File: src/rtl/fp_mac_issue_ctrl.sv
// Issue sequencer for one fp_mac lane: operand FIFO, three-phase enable
// sequencing, mac_val wait with timeout, and a one-entry result register.
module fp_mac_issue_ctrl #(
    parameter int FIFO_DEPTH  = 4,
    parameter int VAL_TIMEOUT = 15
) (
    input  logic                          clk,
    input  logic                          rst,
    input  logic                          in_valid,
    output logic                          in_ready,
    input  logic [15:0]                   in_a,
    input  logic [15:0]                   in_b,
    input  logic [15:0]                   in_add,
    output logic [15:0]                   opA,
    output logic [15:0]                   opB,
    output logic [15:0]                   opADD,
    output logic                          enA,
    output logic                          enB,
    output logic                          enADD,
    output logic                          en_Mul_A,
    output logic                          en_Mul_B,
    output logic                          en_Add_A,
    output logic                          en_Add_B,
    input  logic [15:0]                   mac_out,
    input  logic                          mac_val,
    output logic                          res_valid,
    input  logic                          res_ready,
    output logic [15:0]                   res_data,
    output logic [$clog2(FIFO_DEPTH):0]   fifo_count,
    output logic                          busy,
    output logic                          err_timeout,
    output logic [15:0]                   done_cnt
);
    localparam int AW = $clog2(FIFO_DEPTH);
    localparam int TW = $clog2(VAL_TIMEOUT + 1);

    typedef enum logic [2:0] {S_IDLE, S_LOAD, S_MUL, S_ADD, S_CAPT} state_t;

    state_t            r_state;
    logic [47:0]       r_mem [FIFO_DEPTH];
    logic [AW-1:0]     r_wr_ptr;
    logic [AW-1:0]     r_rd_ptr;
    logic [AW:0]       r_count;
    logic [15:0]       r_opA;
    logic [15:0]       r_opB;
    logic [15:0]       r_opADD;
    logic              r_en_load;
    logic              r_en_mul;
    logic              r_en_add;
    logic [TW-1:0]     r_tmo;
    logic              r_err;
    logic              r_res_valid;
    logic [15:0]       r_res_data;
    logic [15:0]       r_done;

    logic              w_in_ready;
    logic              w_nonempty;
    logic              w_res_free;
    logic              w_capture;
    logic              w_push;
    logic              w_pop;
    logic [47:0]       w_head;

    assign w_in_ready = (r_count != (AW+1)'(FIFO_DEPTH));
    assign w_nonempty = (r_count != '0);
    assign w_res_free = !r_res_valid || res_ready;
    assign w_capture  = (r_state == S_CAPT) && mac_val && w_res_free;
    assign w_push     = in_valid && w_in_ready;
    // Pop either when idle or when a capture frees the lane for back-to-back issue.
    assign w_pop      = w_nonempty && ((r_state == S_IDLE) || w_capture);
    assign w_head     = r_mem[r_rd_ptr];

    always_ff @(posedge clk) begin
        if (w_push) r_mem[r_wr_ptr] <= {in_a, in_b, in_add};
    end

    always_ff @(posedge clk or posedge rst) begin
        if (rst) begin
            r_wr_ptr <= '0;
            r_rd_ptr <= '0;
            r_count  <= '0;
        end else begin
            if (w_push) r_wr_ptr <= r_wr_ptr + 1'b1;
            if (w_pop)  r_rd_ptr <= r_rd_ptr + 1'b1;
            case ({w_push, w_pop})
                2'b10:   r_count <= r_count + 1'b1;
                2'b01:   r_count <= r_count - 1'b1;
                default: r_count <= r_count;
            endcase
        end
    end

    always_ff @(posedge clk or posedge rst) begin
        if (rst) begin
            r_state     <= S_IDLE;
            r_opA       <= '0;
            r_opB       <= '0;
            r_opADD     <= '0;
            r_en_load   <= 1'b0;
            r_en_mul    <= 1'b0;
            r_en_add    <= 1'b0;
            r_tmo       <= '0;
            r_err       <= 1'b0;
            r_res_valid <= 1'b0;
            r_res_data  <= '0;
            r_done      <= '0;
        end else begin
            if (res_ready) r_res_valid <= 1'b0;
            case (r_state)
                S_IDLE: begin
                    if (w_nonempty) begin
                        r_state                  <= S_LOAD;
                        {r_opA, r_opB, r_opADD}  <= w_head;
                        r_en_load                <= 1'b1;
                    end
                end
                S_LOAD: begin
                    r_state   <= S_MUL;
                    r_en_load <= 1'b0;
                    r_en_mul  <= 1'b1;
                end
                S_MUL: begin
                    r_state  <= S_ADD;
                    r_en_mul <= 1'b0;
                    r_en_add <= 1'b1;
                end
                S_ADD: begin
                    r_state  <= S_CAPT;
                    r_en_add <= 1'b0;
                    r_tmo    <= '0;
                end
                S_CAPT: begin
                    // mac_val with a full, undrained result register is a stall, not a timeout tick.
                    if (mac_val) begin
                        if (w_res_free) begin
                            r_res_data  <= mac_out;
                            r_res_valid <= 1'b1;
                            r_done      <= r_done + 16'd1;
                            if (w_nonempty) begin
                                r_state                 <= S_LOAD;
                                {r_opA, r_opB, r_opADD} <= w_head;
                                r_en_load               <= 1'b1;
                            end else begin
                                r_state <= S_IDLE;
                            end
                        end
                    end else if (r_tmo == TW'(VAL_TIMEOUT - 1)) begin
                        r_err   <= 1'b1;
                        r_state <= S_IDLE;
                    end else begin
                        r_tmo <= r_tmo + 1'b1;
                    end
                end
                default: r_state <= S_IDLE;
            endcase
        end
    end

    assign in_ready    = w_in_ready;
    assign opA         = r_opA;
    assign opB         = r_opB;
    assign opADD       = r_opADD;
    assign enA         = r_en_load;
    assign enB         = r_en_load;
    assign enADD       = r_en_load;
    assign en_Mul_A    = r_en_mul;
    assign en_Mul_B    = r_en_mul;
    assign en_Add_A    = r_en_add;
    assign en_Add_B    = r_en_add;
    assign res_valid   = r_res_valid;
    assign res_data    = r_res_data;
    assign fifo_count  = r_count;
    assign busy        = (r_state != S_IDLE) || w_nonempty || r_res_valid;
    assign err_timeout = r_err;
    assign done_cnt    = r_done;
endmodule

File: config.mk
export PLATFORM = sky130hd
export DESIGN_NAME = fp_mac_issue_ctrl
export DESIGN_NICKNAME = d
export VERILOG_FILES = /design/src/rtl/fp_mac_issue_ctrl.sv
export SDC_FILE = /design/constraint.sdc
export NUM_CORES = 1
export LEC_CHECK = 0
export ABC_AREA = 1
export BUFFER_PORTS_ARGS = -buffer_cell sky130_fd_sc_hd__buf_2
export CORE_MARGIN = 8
export CORE_UTILIZATION = 55
export CTS_BUF_LIST = sky130_fd_sc_hd__clkbuf_16
export CTS_CLUSTER_DIAMETER = 40
export DETAILED_ROUTE_END_ITERATION = 12
export GPL_ROUTABILITY_DRIVEN = 0
export GPL_TIMING_DRIVEN = 0
export PLACE_DENSITY = 0.77
export SLEW_MARGIN = 20
export SYNTH_ARGS = -nofsm -noshare
export SYNTH_HDL_FRONTEND = slang
export SYNTH_SLANG_ARGS = --single-unit
File: constraint.sdc
create_clock -name clk -period 8.9 [get_ports clk]
set_clock_uncertainty 0.1 [all_clocks]
set_input_delay 0.89 -clock clk [delete_from_list [all_inputs] [get_ports clk]]
set_output_delay 0.89 -clock clk [all_outputs]
set_load 0.005 [all_outputs]
==> flow_summary.yaml <==
status:
  outcome: "complete, no violations"
sta:
  fin_crit_sh: 0.322
  max-slew-margin-rel: 0.557
  layout_min_cycle_time_ns: 2.87
  clock.fmax_mhz: 349
  rsz0062_at_grt: "false"
  final-max-slew-violation-count: 0
  fin_tns_setup_ns: 0
  tightestPinTransition_ns: 0.662
  finalHoldViolations: 0
  setup_viol: 0
critical_path:
  crit_slowest_cell: "dfrtp_1"
  critical-path-top-delay-family: "simple AND/OR/NAND/NOR gates"
  critPathMaxStageDelay_ns: 0.41
  regToRegSetupSlack_ns: 6.21
  crit_chain: "nor3_1 -> nand2_1 -> or2_2 -> buf_2"
  crit_fanout: 4
  cp.arrival_ns: 1.88
  cp.required_ns: 7.91
  reg2reg_from: "r_state[1]"
  reg2regPathDepth: 12
  crit_buf_inv: 1
  worstSetupStartpointType: "register"
  critPathKind: "reg2out"
  end_kind: "output port"
  r2r_end: "fifo_count[2]"
grt:
  antenna_found_initial: 5
  grt_pass1_vias: 7920
  grt_util_all_layers: 0.203
  grt_max_degree: 64
  grt_first_pass_wirelength_um: 41300
  overflow: 0
yosys:
  synth_cell_type_count: 26
  synth.avg_cell_area_sq_um: 11.6
  synth_seq_cells: 291
  syn-num-nets: 1054
  ys_top_cells_by_area: "edfxtp_1 (51%), dfrtp_1 (22%), nand2_1 (9.0%)"
  syn-cell-area_sq_um: 11300
  ys_seq_area_frac: 0.727
  synthCells: 976
  yosys.area.top_type_share: 0.508
  ys_warn_count: 0
  synth_top_area_cell: "edfxtp_1"
drt:
  ant_nets: 0
  drc: 0
  wl_met2_um: 12700
  firstDrtPassIters: 6
  routed-via-count: 7913
  route.met3.wl_um: 2510
  wl_per_cell_um: 17.7
  m1WireLength_um: 10500
  initialDrtViolationCount: 627
  via_per_inst: 5.34
  drt-total-wl_um: 26300
  top_layer: "met5"
worst_hold_path:
  hp-class: "in2async"
clocking:
  cts_tree: "done"
  cts_buffer_depth: 3
  cts_resized: 0
  postCtsSetupBuffers: 0
  htree_num_levels: 2
  hold_buffers: 0
  cts_made_buffers: 36
  cts_root_buffer: "clkbuf_16"
  clk_latency_ns: 0.50
  path_clk_slew_ns: 0.05
  cts_sinks: 291
die:
  die_x_um: 160
  start_util: 0.561
  die-area_sq_um: 25500
  die_y_um: 160
  ioPinCount: 163
  core_area_sq_um: 20200
  rows: 52
power_and_ir_drop:
  irDropWorstVdd_v: 0.000246
  power_density_nw_per_um2: 351
  leakagePower_uw: 0.00591
layout:
  area_growth_syn_to_layout_pct: 22.6
  stdcell_area_sq_um: 13900
  nets: 1263
  final_common_cell: "nand2_1"
  drive_above_1_share: 0.219
  layout_common_cells: "nand2_1 (271), edfxtp_1 (192), buf_2 (180), nor2_1 (119), dfrtp_1 (99)"
placed_design:
  dp_hpwl_um: 17200
  dpl_cell_area_sq_um: 12800
  io_buffers: 162
job:
  cap_viol_max_count: 0
flip-flops by register name (all words and copies together), names as in the netlist:
name,flops
done_cnt,16
enA,1
en_Add_A,1
en_Mul_A,1
err_timeout,1
fifo_count,3
opA,16
opADD,16
opB,16
r_mem,192
r_rd_ptr,2
r_state,3
r_tmo,4
r_wr_ptr,2
res_data,16
res_valid,1
worst register-to-register path: stages (launching register included):
cell and delay, ns:
dfrtp_1 0.42, nor2_1 0.13, nand2_1 0.15, nor2_4 0.17
o21bai_4 0.14, inv_2 0.17, buf_2 0.27, ha_1 0.18
inv_1 0.07, fa_1 0.38, a21oi_1 0.15, o21ai_0 0.11
xnor2_1 0.14
Yosys cell counts:
cell,count
or2_2,2
nor2_1,123
nand3b_1,1
xnor2_1,8
fa_1,1
nand4_1,6
o21ai_1,7
nor2_4,1
dfrtp_1,99
buf_2,18
o21bai_4,1
buf_4,7
inv_2,3
o21ai_0,95
nor3_1,3
clkbuf_2,1
o22ai_1,48
a21oi_1,7
o21bai_1,1
clkbuf_1,24
ha_1,8
nand2_1,271
edfxtp_1,192
xor2_1,5
inv_1,30
nand3_1,14
cells by family after synthesis:
logic type | after synthesis | synth area share
xor gates and xnor gates | 13 | 0.0100
buffers and inverters | 83 | 0.0319
AOI/OAI and AO/OA | 159 | 0.0769
DFF | 291 | 0.727
and+or+nand+nor | 421 | 0.144
adders and majority gates | 9 | 0.0106
stage by stage:
step / total power [uW] / setup slack, ns / cells / utilization / hold WS [ns]
global route: 5180 / 5.92 / 1482 / 0.687 / 0.298
CTS: 4920 / 5.96 / 1480 / 0.687 / 0.280
floorplan: 2890 / 5.26 / 976 / - / 0.365
finish: 4870 / 6.03 / 1483 / 0.687 / 0.289
global placement: 3440 / 3.60 / 1408 / 0.617 / 0.349
detailed placement: 3540 / 5.76 / 1417 / 0.631 / 0.355
how the worst max path moves through the flow:
stage	from	end	slack [ns]	cells past startpoint
final	fifo_count[0]	busy	6.03	4
after global routing	fifo_count[0]	busy	5.92	4
after CTS	fifo_count[0]	busy	5.96	4
after detailed placement	res_ready	fifo_count[2]	5.76	14
after global placement	in_valid	r_mem[0][25]	3.60	3
after floorplan	in_valid	r_mem[0][0]	5.26	2
layout make-up:
| cell class | count | area (sq um) |
|---|---|---|
| fillers | 1460 | 6330 |
| inverters | 33 | 129 |
| clock buffers | 37 | 926 |
| diodes | 3 | 7.51 |
| plain buffers | 50 | 238 |
| flip-flops and latches | 291 | 8240 |
| clock inverters | 26 | 211 |
| well taps | 270 | 338 |
| multi-input cells | 602 | 2770 |
| repair buffers | 171 | 1040 |
routing by layer:
layer,up-vias,track usage
met3,46,0.0658
met5,-,0
li1,3762,-
met4,6,0.0720
met2,310,0.338
met1,3789,0.245
report_power, final:
group | total (uW) | switching (uW) | internal (uW) | leakage, uW
logic | 1540 | 992 | 548 | 0.00233
registers | 1970 | 147 | 1830 | 0.00300
clock network | 1360 | 539 | 821 | 0.000573
total | 4870 | 1680 | 3200 | 0.00591
No activity file was read; power rests on OpenSTA's default activity.
